$ cat config.mk
export PLATFORM = sky130hd
export DESIGN_NAME = branch_sequencer
export DESIGN_NICKNAME = d
export VERILOG_FILES = /design/src/rtl/branch_pkg.sv /design/src/rtl/branch_cond_eval.sv /design/src/rtl/branch_sequencer.sv
export SDC_FILE = /design/constraint.sdc
export NUM_CORES = 1
export LEC_CHECK = 0
export CAP_MARGIN = 20
export CELL_PAD_IN_SITES_DETAIL_PLACEMENT = 1
export CELL_PAD_IN_SITES_GLOBAL_PLACEMENT = 2
export CORE_MARGIN = 2
export CORE_UTILIZATION = 30
export DETAILED_ROUTE_END_ITERATION = 8
export DONT_BUFFER_PORTS = 1
export HOLD_SLACK_MARGIN = 0.03
export PLACE_DENSITY_LB_ADDON = 0.1
export SETUP_SLACK_MARGIN = 0.05
export SYNTH_ARGS = -nofsm -noshare
export SYNTH_HDL_FRONTEND = slang
export SYNTH_HIERARCHICAL = 1
export SYNTH_SLANG_ARGS = --single-unit
$ cat constraint.sdc
create_clock -name clk -period 3.4 [get_ports clk]
set_clock_uncertainty 0.2 [all_clocks]
set_input_delay 0.17 -clock clk [delete_from_list [all_inputs] [get_ports clk]]
set_output_delay 0.17 -clock clk [all_outputs]
set_load 0.005 [all_outputs]
$ cat src/rtl/branch_pkg.sv
// Shared definitions for the branch sequencer: condition codes,
// flag bit positions in the {Z,N,V,C} vector and FSM state encoding.
package branch_pkg;

    localparam logic [3:0] COND_EQ = 4'h0;
    localparam logic [3:0] COND_NE = 4'h1;
    localparam logic [3:0] COND_CS = 4'h2;
    localparam logic [3:0] COND_CC = 4'h3;
    localparam logic [3:0] COND_MI = 4'h4;
    localparam logic [3:0] COND_PL = 4'h5;
    localparam logic [3:0] COND_VS = 4'h6;
    localparam logic [3:0] COND_VC = 4'h7;
    localparam logic [3:0] COND_HI = 4'h8;
    localparam logic [3:0] COND_LS = 4'h9;
    localparam logic [3:0] COND_GE = 4'hA;
    localparam logic [3:0] COND_LT = 4'hB;
    localparam logic [3:0] COND_GT = 4'hC;
    localparam logic [3:0] COND_LE = 4'hD;
    localparam logic [3:0] COND_NV = 4'hE;
    localparam logic [3:0] COND_AL = 4'hF;

    localparam int FLAG_Z = 3;
    localparam int FLAG_N = 2;
    localparam int FLAG_V = 1;
    localparam int FLAG_C = 0;

    typedef enum logic [1:0] {
        ST_RUN       = 2'd0,
        ST_FLAG_WAIT = 2'd1,
        ST_REDIRECT  = 2'd2
    } state_t;

endpackage

$ cat src/rtl/branch_cond_eval.sv
// Combinational branch condition evaluator.
// Ports: cond (4-bit code), flags ({Z,N,V,C}) -> taken.
module branch_cond_eval
    import branch_pkg::*;
(
    input  logic [3:0] cond,
    input  logic [3:0] flags,
    output logic       taken
);

    logic z, n, v, c;

    assign z = flags[FLAG_Z];
    assign n = flags[FLAG_N];
    assign v = flags[FLAG_V];
    assign c = flags[FLAG_C];

    always_comb begin
        taken = 1'b0;
        case (cond)
            COND_EQ: taken = z;
            COND_NE: taken = ~z;
            COND_CS: taken = c;
            COND_CC: taken = ~c;
            COND_MI: taken = n;
            COND_PL: taken = ~n;
            COND_VS: taken = v;
            COND_VC: taken = ~v;
            COND_HI: taken = c & ~z;
            COND_LS: taken = ~c | z;
            COND_GE: taken = ~(n ^ v);
            COND_LT: taken = n ^ v;
            COND_GT: taken = ~z & ~(n ^ v);
            COND_LE: taken = z | (n ^ v);
            COND_NV: taken = 1'b0;
            COND_AL: taken = 1'b1;
            default: taken = 1'b0;
        endcase
    end

endmodule

$ cat src/rtl/branch_sequencer.sv
// Branch sequencer: owns the {Z,N,V,C} flag register, resolves the D-stage
// branch and its flag hazard against E, and drives PC redirect, F/D stall
// and D/E flush strobes.
// Ports: clk, rst (sync, active-high), hold (freeze), branch_d,
// branch_condition_d, branch_target_d, flag_we_e, alu_flags_e ->
// pc_source, pc_target, stall_fd, flush_d, flush_e, flags.
// Option: BRANCH_FLAG_FWD_EN forwards E flags to the condition evaluation
// and removes the flag-hazard stall.
module branch_sequencer
    import branch_pkg::*;
#(
    parameter int PC_W = 16
) (
    input  logic            clk,
    input  logic            rst,
    input  logic            hold,
    input  logic            branch_d,
    input  logic [3:0]      branch_condition_d,
    input  logic [PC_W-1:0] branch_target_d,
    input  logic            flag_we_e,
    input  logic [3:0]      alu_flags_e,
    output logic            pc_source,
    output logic [PC_W-1:0] pc_target,
    output logic            stall_fd,
    output logic            flush_d,
    output logic            flush_e,
    output logic [3:0]      flags
);

    state_t     state;
    state_t     state_nxt;
    logic       hazard;
    logic       taken;
    logic       capture;
    logic [3:0] eval_flags;

`ifdef BRANCH_FLAG_FWD_EN
    assign hazard = 1'b0;

    // Flags being written this cycle are the ones the branch must see.
    always_comb begin
        eval_flags = flags;
        if (state == ST_RUN && flag_we_e)
            eval_flags = alu_flags_e;
    end
`else
    assign hazard = branch_d & flag_we_e &
                    (branch_condition_d != COND_AL) &
                    (state == ST_RUN);

    // In FLAG_WAIT the register already holds the flags the branch needs.
    assign eval_flags = flags;
`endif

    branch_cond_eval u_cond (
        .cond  (branch_condition_d),
        .flags (eval_flags),
        .taken (taken)
    );

    always_comb begin
        state_nxt = state;
        capture   = 1'b0;
        case (state)
            ST_RUN: begin
                if (branch_d) begin
                    if (hazard) begin
                        state_nxt = ST_FLAG_WAIT;
                    end else if (taken) begin
                        capture   = 1'b1;
                        state_nxt = ST_REDIRECT;
                    end
                end
            end
            ST_FLAG_WAIT: begin
                if (taken) begin
                    capture   = 1'b1;
                    state_nxt = ST_REDIRECT;
                end else begin
                    state_nxt = ST_RUN;
                end
            end
            // Whatever sits in D here is wrong-path and gets flushed.
            ST_REDIRECT: state_nxt = ST_RUN;
            default:     state_nxt = ST_RUN;
        endcase
    end

    assign pc_source = (state == ST_REDIRECT);
    assign flush_d   = (state == ST_REDIRECT);
    assign flush_e   = (state == ST_REDIRECT) | hazard;
    assign stall_fd  = hazard;

    always_ff @(posedge clk) begin
        if (rst) begin
            state     <= ST_RUN;
            flags     <= 4'b0000;
            pc_target <= '0;
        end else if (!hold) begin
            state <= state_nxt;
            if (capture)
                pc_target <= branch_target_d;
            if (flag_we_e)
                flags <= alu_flags_e;
        end
    end

endmodule

=== Word-level counts from Yosys, hierarchy flattened ===
Index checks and enable logic that the tools add are counted.

* Multiplexer cells: 10
* Bitwise logic cells: 15
* Equality and inequality tests: 20
* Reductions and logical operators: 5

{| class="wikitable"
|+ Operator list
! kind !! number
|-
| equality test 4 bit, second input constant || 8
|-
| equality test 4 x 3 -> 1 bit, second input constant || 4
|-
| one-hot mux 1 bit (16 select lines) || 1
|-
| equality test 4 x 2 -> 1 bit, second input constant || 2
|-
| 2-to-1 mux 2 bit || 4
|-
| inverter 1 bit || 6
|-
| AND 1 bit || 5
|-
| equality test 4 x 1 -> 1 bit, second input constant || 1
|-
| zero test 4 bit || 1
|-
| != test 4 bit, second input constant || 1
|-
| one-hot mux 2 bit (2 select lines) || 1
|-
| AND reduction 2 bit || 2
|-
| 2-to-1 mux 1 bit || 3
|-
| != test 3 bit, second input constant || 1
|-
| OR 1 bit || 3
|-
| AND reduction 3 bit || 1
|-
| equality test 2 x 1 -> 1 bit, second input constant || 1
|-
| equality test 2 bit, second input constant || 1
|-
| zero test 2 bit || 1
|-
| != test 2 bit, second input constant || 1
|-
| one-hot mux 1 bit (2 select lines) || 1
|-
| XOR 1 bit || 1
|}

* Word-level logic and storage cells: 53
* Register bits: 22
* Output and inout port bits: 24
* Input bits: 29

=== Depth between registers and ports, before layout ===
* Depth in word-level cells: 9
* Mapped depth: 8
* Mapped depth without buffers: 7

=== Cells and area by module ===
Netlist, hierarchy kept.

{| class="wikitable"
|+ Modules (own cells, without submodules)
! module !! sequential area each (um^2) !! times used !! area an instance (um^2) !! cells an instance
|-
| branch_sequencer || 440.4 || 1 || 1,011.0 || 102
|-
| branch_cond_eval || 0.0 || 1 || 80.1 || 9
|}

=== Least setup slack after synthesis ===
OpenSTA, ideal clock, no wires.

* Kind: register to register
* Start: register flags[1]
* End: register pc_target[0]
* Path slack: 883 ps
* Required time: 3,128 ps
* Setup time: 72 ps
* Period minus slack after synthesis: 2,517 ps
* Stages on the path, launching flop included: 8
* Arrival time: 2,245 ps
* Path buffers: 1
* Cells stage by stage: dfxtp_1 -> mux4_2 -> o22ai_1 -> xnor2_1 -> or3b_4 -> a211oi_4 -> buf_8 -> mux2i_1

* Cells in the longest elaborated chain, start to end: 9
* Elaborated cells on any way between the ends: 11
* Those cells by class: mux: 5; bitwise: 5; reduce/logical: 1

{| class="wikitable"
|+ RTL lines
! item !! line !! source
|-
| start, declared || branch_sequencer.sv:27 || <nowiki>output logic [3:0] flags</nowiki>
|-
| start signal, assigned || branch_sequencer.sv:104 || <nowiki>flags <= alu_flags_e;</nowiki>
|-
| XOR 1 bit || - ||
|-
| inverter 1 bit || branch_cond_eval.sv:31, branch_cond_eval.sv:33 ||
|-
| AND 1 bit || branch_cond_eval.sv:33 || <nowiki>COND_GT: taken = ~z & ~(n ^ v);</nowiki>
|-
| one-hot mux 1 bit (16 select lines) * || branch_cond_eval.sv:20 || <nowiki>case (cond)</nowiki>
|-
| via taken || branch_sequencer.sv:33 || <nowiki>logic taken;</nowiki>
|-
| 2-to-1 mux 1 bit * || branch_sequencer.sv:69, branch_sequencer.sv:76 ||
|-
| 2-to-1 mux 1 bit || branch_sequencer.sv:67 || <nowiki>if (hazard) begin</nowiki>
|-
| 2-to-1 mux 1 bit || branch_sequencer.sv:66 || <nowiki>if (branch_d) begin</nowiki>
|-
| one-hot mux 1 bit (2 select lines) * || branch_sequencer.sv:64 || <nowiki>case (state)</nowiki>
|-
| AND reduction 2 bit (no line) * || - ||
|-
| end signal, assigned || branch_sequencer.sv:102 || <nowiki>pc_target <= branch_target_d;</nowiki>
|-
| end, declared || branch_sequencer.sv:23 || <nowiki>output logic [PC_W-1:0] pc_target,</nowiki>
|}

The timed path passes the listed nets; every way through them passes the cells marked *.
A chain may end at the register's enable or synchronous reset.

=== Worst setup path in the final report ===
* Start: register flags[1]
* End: register pc_target[8]

The elaborated chain is that of the path after synthesis.

==> reports/results.ini <==
[critical_path]
worst_setup_path_end_kind=flip-flop
path_class=reg -> reg
critPathLaunchType=flip-flop
arrival_ns=2.57
critical_path_required_ns=3.44
path_max_fanout=17

[clock_network]
clock_latency_ns=0.30
cts_resized=0
cts_tree=built
htreeDepth=1
clk_pin_slew_ns=0.13
cts_buffer_depth=2
numCtsBuffers=3
clock_sinks=22
root_buffer=clkbuf_4

[routing]
routed_wl_mm=2.468
drc=0
first_iter_violations=19
avgRoutedWirePerCell_um=13.56
antenna_left=0
vias=857
dr.pass1.iters=2
vias_per_cell=4.709

[flow_run]
max_cap_viol_count=0

[grt]
use_met3_pct=3.345
grt_pass1_vias=908
grt_pass1_wl_mm=4.250
grt_use_met2_pct=24.61
use_met1_pct=14.15
grt_busiest_layer=met2
overflow=0
grt_util_all_layers_pct=13.17
antenna_found_initial=0
grt_max_degree=39

[sta]
finalCritPeriodShare_pct=74.54
setup_slack_ns=0.8655
worst_pin_slew_ns=0.9552
rsz0062_at_grt=no
maxSlewHeadroom_pct=36.11
holdWs_ns=0.1931
period_needed_ns=2.535
setup_tns_ns=0
setup_viol=0
slew_violations=0
hold_viol_final=0
fmax_ghz=0.3946

[place]
place.gp.congestion=0.6627
dpl.hpwl_mm=1.614
dp_slack_ns=0.8569
dp_cells=151
placed_area_um2=1115
port_buffers=0

[power_and_ir_drop]
p_leak_nw=0.5145
power_mw=0.5575
power_density_nw_per_um2=387.8
ir_worst_vdd_mv=0.1134

[floorplanning]
chipWidth_um=64.31
rows=21
die-area_um2=4135
ioPinCount=53
core_area_um2=3416
start_util_pct=31.94
dieHeight_um=64.31

[final_layout]
fin_cells=182
final_util_pct=42.09
num_antenna_cells=0
multiInputGateArea_um2=601.8
num-fill-cells=391
fin_nets=166
area_growth_pct=31.77
drive_above_1_share_pct=6.618
layout.area.seq_um2=440.4
fin_area_um2=1438

[outcome]
outcome=finished clean

[yosys]
synth_xor_area_share_pct=1.606
synth.most_common_cell=nand2b_1
synthMuxAreaShare_pct=20.41
synth.distinct_cells=25
netlist_top_cells_area=dfxtp_1 40%, mux2i_1 18%, nand2b_1 18%
synthFlopType=dfxtp_1
synthSimpleGateAreaFrac_pct=27.64
synth.top_cell.area_share_pct=40.37
syn_inst=111
synth_largest_area_cell=dfxtp_1
synth_top_family_by_area=simple AND/OR/NAND/NOR gates
synth-compound-area-share_pct=5.505
yosysWarnings=6
syn-num-nets=140
syn_avg_cell_area_um2=9.829
yosys-top-cells-count=32 x nand2b_1, 22 x dfxtp_1, 20 x mux2i_1
synth_edf_count=0
async_flop_share_pct=0
synth-adder-area-share_pct=0
syn_area_um2=1091
synth_seq_cells=22
ys_seq_area_share_pct=40.37

[hold_path]
hold_path_class=in -> reg

power by group:
part	internal, mW	switching [mW]
registers	0.268	0.00980
clock network	0.119	0.0808
logic	0.0503	0.0297
sequential cells by signal, indices dropped and copies added (netlist names):
signal and cells:
state 2, pc_target 16, flags 4
final timing paths:
path / start / to / slack [ns] / depth (start not counted)
max: flags[1] / pc_target[8] / 0.87 / 7
min: hold / pc_target[15] / 0.19 / 4
max reg2reg: flags[1] / pc_target[8] / 0.87 / 7
min reg2reg: pc_target[10] / pc_target[10] / 0.30 / 2
routing by layer:
| layer | vias to the layer above | routed length [µm] |
|---|---|---|
| met2 | 30 | 1278 |
| met5 | - | 0 |
| met4 | 0 | 12 |
| met3 | 2 | 180 |
| li1 | 420 | - |
| met1 | 405 | 997 |
layout make-up:
cell class / count / area share (%)
inverters: 2 / 0.5222
clock inverters: 1 / 2.089
well taps: 46 / 4.003
clock buffers: 3 / 1.567
repair buffers: 28 / 19.32
flip-flops and latches: 22 / 30.64
multi-input cells: 80 / 41.86
placed cells by master, fill, tap and decap left out, types with 3 or more instances in the layout:
cell type      instances
dfxtp_1               22
a21oi_1                3
nand2b_1              32
nor2_1                 6
mux2i_1               20
clkbuf_4               3
dlygate4sd3_1         27
cells by family (layout without fill, tap and decap cells):
logic type / after synthesis / in the layout
buffers and inverters: 9 / 34
AO/OA/AOI/OAI: 7 / 7
multiplexers: 21 / 21
flip-flops: 22 / 22
XOR/XNOR: 2 / 2
AND/OR/NAND/NOR: 50 / 50
worst max-delay path, stage by stage (launching register included):
cell	delay [ns]
dfxtp_1	0.37
mux4_2	0.47
o22ai_1	0.19
xnor2_1	0.14
or3b_4	0.40
a211oi_4	0.15
buf_4	0.32
mux2i_1	0.22
what timing repair did:
action | CTS | global route
buffers inserted | 0 | 0
hold endpoints to repair | 22 | 0
hold buffers | 27 | 0
Power figures use the tool's default switching activity.
